### config.mk
export PLATFORM = sky130hd
export DESIGN_NAME = spi_rf_coalesce
export DESIGN_NICKNAME = d
export VERILOG_FILES = /design/src/rtl/spi_rf_coalesce.sv
export SDC_FILE = /design/constraint.sdc
export NUM_CORES = 1
export LEC_CHECK = 0
export ABC_AREA = 1
export ABC_CLOCK_PERIOD_IN_PS = 6380
export BUFFER_PORTS_ARGS = -buffer_cell sky130_fd_sc_hd__buf_2
export CORE_MARGIN = 3
export CORE_UTILIZATION = 60
export DETAILED_ROUTE_END_ITERATION = 8
export PLACE_DENSITY = 0.85
export SLEW_MARGIN = 25
export SYNTH_ARGS = -nofsm -noshare
export SYNTH_HDL_FRONTEND = slang
export SYNTH_SLANG_ARGS = --single-unit
export TNS_END_PERCENT = 5
### constraint.sdc
create_clock -name pclk -period 6.38 [get_ports pclk]
set_input_delay 1.276 -clock pclk [delete_from_list [all_inputs] [get_ports pclk]]
set_output_delay 1.276 -clock pclk [all_outputs]
set_load 0.01 [all_outputs]
### src/rtl/spi_rf_coalesce.sv
// APB register file for the SPI core with rx-done interrupt coalescing.
// Optional rx timeout timer enabled by defining SPI_RF_TIMEOUT_EN.
module spi_rf_coalesce #(
  parameter int unsigned APB_DWIDTH = 8,
  parameter int unsigned NUM_SSEL   = 8,
  parameter int unsigned CLKDIV_W   = 8,
  parameter int unsigned CFG_CLK    = 7,
  parameter int unsigned CNT_W      = 8,
  parameter int unsigned TMO_W      = 16
) (
  input  logic                  pclk,
  input  logic                  areset,
  input  logic [6:0]            paddr,
  input  logic                  psel,
  input  logic                  penable,
  input  logic                  pwrite,
  input  logic [APB_DWIDTH-1:0] wrdata,
  output logic [APB_DWIDTH-1:0] prdata,
  output logic                  interrupt,
  input  logic                  tx_done,
  input  logic                  rx_done,
  input  logic                  rx_channel_overflow,
  input  logic                  tx_channel_underflow,
  input  logic                  rx_cmdsize,
  input  logic                  rx_pktend,
  input  logic                  tx_fifo_write,
  input  logic                  rx_fifo_read,
  input  logic                  tx_fifo_full,
  input  logic                  rx_fifo_empty,
  input  logic                  first_frame,
  input  logic                  ssel,
  input  logic                  active,
  output logic                  cfg_enable,
  output logic                  cfg_master,
  output logic                  cfg_frameurun,
  output logic                  cfg_oenoff,
  output logic [2:0]            cfg_cmdsize,
  output logic [NUM_SSEL-1:0]   cfg_ssel,
  output logic [CLKDIV_W-1:0]   clk_div_val,
  output logic                  clr_txfifo,
  output logic                  clr_rxfifo
);

  localparam logic [6:0] AddrCtrl1  = 7'h00;
  localparam logic [6:0] AddrIntClr = 7'h04;
  localparam logic [6:0] AddrMis    = 7'h10;
  localparam logic [6:0] AddrRis    = 7'h14;
  localparam logic [6:0] AddrCtrl2  = 7'h18;
  localparam logic [6:0] AddrCmd    = 7'h1C;
  localparam logic [6:0] AddrStatus = 7'h20;
  localparam logic [6:0] AddrSsel   = 7'h24;
  localparam logic [6:0] AddrClkDiv = 7'h2C;
  localparam logic [6:0] AddrFrmThr = 7'h30;
  localparam logic [6:0] AddrFrmCnt = 7'h34;
  localparam logic [6:0] AddrTmo    = 7'h38;

  if (CNT_W < 1 || CNT_W > APB_DWIDTH || CLKDIV_W > APB_DWIDTH || TMO_W < 1) begin : g_bad_cfg
    $error("spi_rf_coalesce: illegal parameter combination");
  end

  logic                wr_en;
  logic [7:0]          wr_byte;
  logic [7:0]          ctrl1_q, ctrl2_q, int_raw_q, int_raw_d, int_set, int_clr, mis;
  logic [NUM_SSEL-1:0] ssel_q;
  logic [CLKDIV_W-1:0] clkdiv_q;
  logic [CNT_W-1:0]    frmthr_q, frmcnt_q, frmcnt_d;
  logic [CNT_W:0]      cnt_inc, thr_eff;
  logic                sticky_tx_q, sticky_rx_q;
  logic                clr_txfifo_q, clr_rxfifo_q;
  logic                coal_fire, tmo_fire, cnt_clr;
  logic [APB_DWIDTH-1:0] rdata;

  assign wr_en   = psel & penable & pwrite;
  assign wr_byte = 8'(wrdata);
  assign cnt_clr = wr_en && (paddr == AddrCmd) && wr_byte[2];

  // Threshold of zero behaves as one; compare is one bit wider so it never wraps.
  assign cnt_inc = {1'b0, frmcnt_q} + 1'b1;
  assign thr_eff = (frmthr_q == '0) ? (CNT_W + 1)'(1) : {1'b0, frmthr_q};

`ifdef SPI_RF_TIMEOUT_EN
  logic [TMO_W-1:0] timeout_q, timer_q, timer_d;
  logic             wr_tmo;

  assign wr_tmo = wr_en && (paddr == AddrTmo);

  // Timer stops once it reaches TIMEOUT so it fires only once per idle period.
  always_comb begin
    timer_d  = timer_q;
    tmo_fire = 1'b0;
    if (rx_done || rx_fifo_read || rx_fifo_empty || wr_tmo) begin
      timer_d = '0;
    end else if (ctrl1_q[0] && (timeout_q != '0) && (timer_q != timeout_q)) begin
      timer_d  = timer_q + 1'b1;
      tmo_fire = (timer_d == timeout_q);
    end
  end

  always_ff @(posedge pclk or posedge areset) begin
    if (areset) begin
      timeout_q <= '0;
      timer_q   <= '0;
    end else begin
      timer_q <= timer_d;
      if (wr_tmo) timeout_q <= TMO_W'(wrdata);
    end
  end
`else
  assign tmo_fire = 1'b0;
`endif

  always_comb begin
    frmcnt_d  = frmcnt_q;
    coal_fire = 1'b0;
    if (cnt_clr) begin
      frmcnt_d = '0;
    end else if (rx_done) begin
      if (cnt_inc >= thr_eff) begin
        coal_fire = 1'b1;
        frmcnt_d  = '0;
      end else begin
        frmcnt_d = cnt_inc[CNT_W-1:0];
      end
    end
    if (tmo_fire) frmcnt_d = '0;
  end

  assign int_set = {~tx_fifo_full, ~rx_fifo_empty, rx_pktend, rx_cmdsize,
                    tx_channel_underflow, rx_channel_overflow, coal_fire | tmo_fire, tx_done};
  assign int_clr = (wr_en && (paddr == AddrIntClr)) ? wr_byte : 8'h00;
  assign int_raw_d = (int_raw_q & ~int_clr) | int_set;

  always_ff @(posedge pclk or posedge areset) begin
    if (areset) begin
      ctrl1_q      <= 8'h00;
      ctrl2_q      <= 8'h00;
      ssel_q       <= '0;
      clkdiv_q     <= CLKDIV_W'(CFG_CLK);
      frmthr_q     <= CNT_W'(1);
      frmcnt_q     <= '0;
      int_raw_q    <= 8'h80;
      sticky_tx_q  <= 1'b0;
      sticky_rx_q  <= 1'b0;
      clr_txfifo_q <= 1'b0;
      clr_rxfifo_q <= 1'b0;
    end else begin
      frmcnt_q     <= frmcnt_d;
      int_raw_q    <= int_raw_d;
      clr_rxfifo_q <= wr_en && (paddr == AddrCmd) && wr_byte[0];
      clr_txfifo_q <= wr_en && (paddr == AddrCmd) && wr_byte[1];
      if (tx_fifo_write)     sticky_tx_q <= 1'b0;
      else if (tx_done)      sticky_tx_q <= 1'b1;
      if (rx_fifo_read)      sticky_rx_q <= 1'b0;
      else if (rx_done)      sticky_rx_q <= 1'b1;
      if (wr_en) begin
        case (paddr)
          AddrCtrl1:  ctrl1_q  <= wr_byte;
          AddrCtrl2:  ctrl2_q  <= wr_byte;
          AddrSsel:   ssel_q   <= NUM_SSEL'(wrdata);
          AddrClkDiv: clkdiv_q <= CLKDIV_W'(wrdata);
          AddrFrmThr: frmthr_q <= CNT_W'(wrdata);
          default: ;
        endcase
      end
    end
  end

  assign mis = {int_raw_q[7:4] & ctrl2_q[7:4],
                int_raw_q[3] & ctrl1_q[5], int_raw_q[2] & ctrl1_q[4],
                int_raw_q[1] & ctrl1_q[2], int_raw_q[0] & ctrl1_q[3]};

  always_comb begin
    rdata = '0;
    case (paddr)
      AddrCtrl1:  rdata = APB_DWIDTH'(ctrl1_q);
      AddrMis:    rdata = APB_DWIDTH'(mis);
      AddrRis:    rdata = APB_DWIDTH'(int_raw_q);
      AddrCtrl2:  rdata = APB_DWIDTH'(ctrl2_q);
      AddrStatus: rdata = APB_DWIDTH'({active, ssel, int_raw_q[3], int_raw_q[2], tx_fifo_full,
                                       rx_fifo_empty, sticky_tx_q & sticky_rx_q, first_frame});
      AddrSsel:   rdata = APB_DWIDTH'(ssel_q);
      AddrClkDiv: rdata = APB_DWIDTH'(clkdiv_q);
      AddrFrmThr: rdata = APB_DWIDTH'(frmthr_q);
      AddrFrmCnt: rdata = APB_DWIDTH'(frmcnt_q);
`ifdef SPI_RF_TIMEOUT_EN
      AddrTmo:    rdata = APB_DWIDTH'(timeout_q);
`endif
      default:    rdata = '0;
    endcase
  end

  assign prdata        = (psel & penable) ? rdata : '0;
  assign interrupt     = |mis;
  assign cfg_enable    = ctrl1_q[0];
  assign cfg_master    = ctrl1_q[1];
  assign cfg_frameurun = ctrl1_q[6];
  assign cfg_oenoff    = ctrl1_q[7];
  assign cfg_cmdsize   = ctrl2_q[2:0];
  assign cfg_ssel      = ssel_q;
  assign clk_div_val   = clkdiv_q;
  assign clr_txfifo    = clr_txfifo_q;
  assign clr_rxfifo    = clr_rxfifo_q;

endmodule
# Word level (Yosys, flattened, before mapping)
# Index checks and enable logic that the tools add are counted.
dict set report classes {
  muxes 14
  eq_ne 10
  n_lt_le_gt_ge 1
  reduce_logical 16
  addsub 1
  n_mul 0
  n_div 0
  n_shift 0
  n_bitwise 13
}
# cell n
set ops {}
lappend ops {{one-hot mux 8 bit (9 select lines)} 1}
lappend ops {{2-to-1 mux 8 bit} 6}
lappend ops {{== test 7 x 6 -> 1 bit (second input constant)} 5}
lappend ops {{== test 7 x 5 -> 1 bit (second input constant)} 4}
lappend ops {{AND reduction 2 bit} 5}
lappend ops {{adder 8 x 1 -> 9 bit (second input constant)} 1}
lappend ops {{greater-or-equal comparator 9 x 8 -> 1 bit} 1}
lappend ops {{bitwise AND 8 bit} 1}
lappend ops {{zero test 8 bit} 1}
lappend ops {{inverter 8 bit} 1}
lappend ops {{bitwise OR 8 bit} 1}
lappend ops {{OR reduction 8 bit} 1}
lappend ops {{bitwise AND 1 bit} 7}
lappend ops {{== test 7 x 3 -> 1 bit (second input constant)} 1}
lappend ops {{zero test 7 bit} 1}
lappend ops {{2-to-1 mux 1 bit} 7}
lappend ops {{nonzero test 2 bit} 3}
lappend ops {{logical AND 1 bit} 5}
lappend ops {{bitwise AND 4 bit} 1}
lappend ops {{inverter 1 bit} 2}
dict set report totals {
  in_bits 33
  ram_bits 0
  latch_bits 0
  elab_cells 66
  n_memories 0
  out_inout_bits 34
  mem_bits_ro 0
  reg_bits 60
}

# Longest topological paths before layout
dict set report depth {
  word_depth 7
  mapped_depth 16
  depth_no_buf 16
}

# Worst setup path before layout
# No wires, ideal clock.
dict set report synth_timing {
  path_kind {input -> output}
  start {input port paddr[1]}
  end {output port prdata[4]}
  required_ps 5104
  cell_stages 7
  n_path_buf 0
  setup_slack_ps 2929
  t_arrival_ps 2175
  path_cell_list {nor2_4 nand3_2 nor2_2 nand2_1 o21ai_0 nor2_1 a21oi_1}
}
dict set report synth_via {
  elab_chain_len 3
  elab_cells_between_ends 11
  classes_between {eq/ne: 8; mux: 2; reduce/logical: 1}
}
# item line
set synth_lines {}
lappend synth_lines {{start: declaration} 13} ;# input logic [6:0] paddr,
lappend synth_lines {{== test 7 x 6 -> 1 bit (tied with other cells)} 174} ;# case (paddr)
lappend synth_lines {{one-hot mux 8 bit (9 select lines) *} 174}
lappend synth_lines {{2-to-1 mux 8 bit *} 192} ;# assign prdata = (psel & penable) ? rdata : '0;
lappend synth_lines {{end: declaration} 18} ;# output logic [APB_DWIDTH-1:0] prdata,
# Mark *: on every way between the ends. The rest lies on a longest branch, timed or not.

# Final worst setup path
dict set report layout_timing {
  start {input port paddr[5]}
  end {output port prdata[4]}
}
# The elaborated chain is that of the path after synthesis.

==> impl_metrics.ini <==
[critical_path]
worstReg2RegStart = frmcnt_q[0]
path_cells = buf_2 > nor2_2 > nand2_1 > nor2_2 > nand2_1 > o21ai_0 > nor2_1 > a21oi_1 > buf_2
setup.worst_path.end_class = output port
critPathRequiredTime_ns = 5.10
crit_path_end = prdata[4]
r2r_slack_ns = 3.86
worst-path-buf-inv = 2
startpoint = paddr[5]
reg2regPathDepth = 15
critPathTopFamily = simple AND/OR/NAND/NOR gates
cp.depth = 9
start_kind = input port
path_max_fanout = 8
critPathKind = input port to output port
slowest_stage = nor2_2
rr_endpoint = int_raw_q[1]
critPathMaxStageDelay_ns = 0.36
arrival_ns = 2.70

[cells_and_area]
drive_above_1_share = 0.2368
area_growth_pct = 15.59
finish.utilization = 0.7278
antennaDiodeCount = 0
instances_no_fill = 621
filler_cell_count = 474
nNetsFinal = 586

[clock_tree]
cts_tree = done
ctsResizeCount = 0
cts_hold_buf = 0
cts_num_sinks = 60
clock_path_buffers = 2
clk_latency_ns = 0.34
numCtsBuffers = 9
cts_root_buffer = clkbuf_8
clkTransAtPathRegs_ns = 0.06
h-tree-depth = 3
postCtsSetupBuffers = 0

[timing]
tns_ns = 0
slew_headroom = 0.4918
rsz0062_at_grt = no
finalMaxSlewViolations = 0
period_minus_slack_ns = 3.975
tightest_slew_ns = 0.7587
hold_viol = 0
setup_ws_ns = 2.405
finClkSkew_ns = 0.004769
finalSetupViolCount = 0
fmax_ghz = 0.2516
period_share = 0.6230

[yosys]
syn_area_per_cell_um2 = 7.433
synth-seq-cells = 60
synth_top_family_by_area = simple AND/OR/NAND/NOR gates
synth_xor_area_frac = 0.007442
yosys.area_share.simple = 0.3441
async_flop_share = 1.000
ys_types = 29
synth_edf_count = 0
synth_top_cell_by_area = dfrtp_1
synthMuxAreaShare = 0
synth.cells.most_frequent = nand2_1 (163), dfrtp_1 (55), nand3_1 (52), inv_1 (49), nor2_1 (34)
ys_top_cells_by_area = dfrtp_1 (39%), nand2_1 (17%), nand3_1 (7.4%)
yosysSeqAreaShare = 0.4270
synthFlopType = dfrtp_1
syn_area_um2 = 3531
synth_top_area_frac = 0.3898
synth-compound-area-share = 0.1116
synthAdderAreaFrac = 0.03189
synthCells = 475
syn-num-nets = 517
yosysWarnings = 0
yosysMostFrequentCell = nand2_1

[pwr]
combPwrFrac = 0.158
p_sw_w = 0.0002570
vdd_drop_max_uv = 212.0
leakage_nw = 2.210
seqPwrFrac = 0.472
clkPwrFrac = 0.370
swShare = 0.2964
p_int_w = 0.0006099
power.density_nw_per_um2 = 212.4

[place]
port-buffer-count = 66
post-dp-hpwl_um = 7859
post-place-ws_ns = 2.450
globalplace.congestion = 0.9322
post-place-cells = 605

[job]
max_cap_violations = 0

[grt]
overflow = 0
grt_max_degree = 61
track_usage = 0.3239
grt_pass1_vias = 3233
antenna_found_initial = 0
grt_pass1_wl_um = 16050

[route]
totalWireLength_um = 10270
wl_per_cell_um = 16.54
initialDrtViolationCount = 209
num_vias = 3496
drc = 0
vias_per_cell = 5.630
first_pass_iters = 5
ant_nets = 0

[floorplan]
initial_core_util = 0.6296
die-width_um = 82.71
die_y_um = 82.71
io_pins = 67
rows = 27
dieArea_um2 = 6841
coreArea_um2 = 5608

[min_path]
min_from = clk_div_val[0]
min_path_type = flip-flop to flip-flop

[status]
status = finished clean
-- layout by cell type, fill, tap and decap left out, types with 5 or more instances in the layout --
cell and n:
a21oi_1 10, buf_2 66, clkbuf_8 12, dfrtp_1 55, dfstp_2 5, ha_1 9
inv_1 48, inv_2 8, nand2_1 163, nand3_1 52, nor2_1 34, nor2_4 6
o21ai_0 11, o21ai_1 27, o21ai_2 14
-- flip-flops by register name, summed over array words and instances, names as in the netlist --
| register | cells |
|---|---|
| clr_txfifo | 1 |
| sticky_rx_q | 1 |
| sticky_tx_q | 1 |
| clr_rxfifo | 1 |
| int_raw_q | 8 |
| ctrl1_q | 8 |
| clk_div_val | 8 |
| ctrl2_q | 8 |
| cfg_ssel | 8 |
| frmcnt_q | 8 |
| frmthr_q | 8 |
-- power groups by stage --
stage | logic, W | registers (W) | clock network, W
finish | 0.000137 | 0.000409 | 0.000321
global route | 0.000155 | 0.000410 | 0.000347
CTS | 0.000138 | 0.000408 | 0.000324
detailed placement | 0.000138 | 0.000415 | 0
global placement | 0.000132 | 0.000415 | 0
floorplan | 0.0000903 | 0.000412 | 0
-- layout make-up --
cell class,instances,area [µm²],share of cell area
multi-input cells,350,1748,0.4283
repair buffers,67,337.8,0.08277
clock buffers,12,165.2,0.04047
clock inverters,4,22.52,0.005518
flip-flops and latches,60,1508,0.3694
well taps,72,90.09,0.02207
inverters,56,210.2,0.05150
-- worst min-delay path by stage --
stage                endpoint  slack [ns]  depth (start not counted)
5_1_grt        clk_div_val[0]        0.52                          2
2_1_floorplan      ctrl2_q[3]        0.46                          2
3_5_place_dp   clk_div_val[0]        0.48                          2
3_3_place_gp   clk_div_val[0]        0.47                          2
6_report       clk_div_val[0]        0.49                          2
4_1_cts        clk_div_val[0]        0.49                          2
-- stage by stage --
step | power (W) | instance area, µm² | hold WS (ns)
after floorplan | 0.0005018 | 3531 | 0.4594
after global routing | 0.0009115 | 4081 | 0.5191
after global placement | 0.0005470 | 3894 | 0.4726
after CTS | 0.0008704 | 4081 | 0.4857
final | 0.0008669 | 4081 | 0.4907
after detailed placement | 0.0005529 | 3894 | 0.4753
-- per-layer routing --
layer,vias to the layer above,part of all wire,GRT usage,wire length (µm)
met3,43,0.071,0.08134,725
li1,1655,-,-,-
met5,-,0,0,0
met1,1647,0.42,0.4116,4291
met2,151,0.48,0.5272,4907
met4,0,0.034,0.1324,348
-- logic make-up (layout without fill, tap and decap cells) --
kind of cell,count (synthesis),count (layout)
flops,60,60
compound gates,66,66
fa+ha+maj,9,9
simple gates,272,272
buf+inv,65,139
xor+xnor,3,3
-- tightest hold or removal path: stages (launching register included) --
cell and delay, ns:
dfstp_2 0.38, nand2_1 0.05, o21ai_1 0.05
Power figures use the tool's default switching activity.
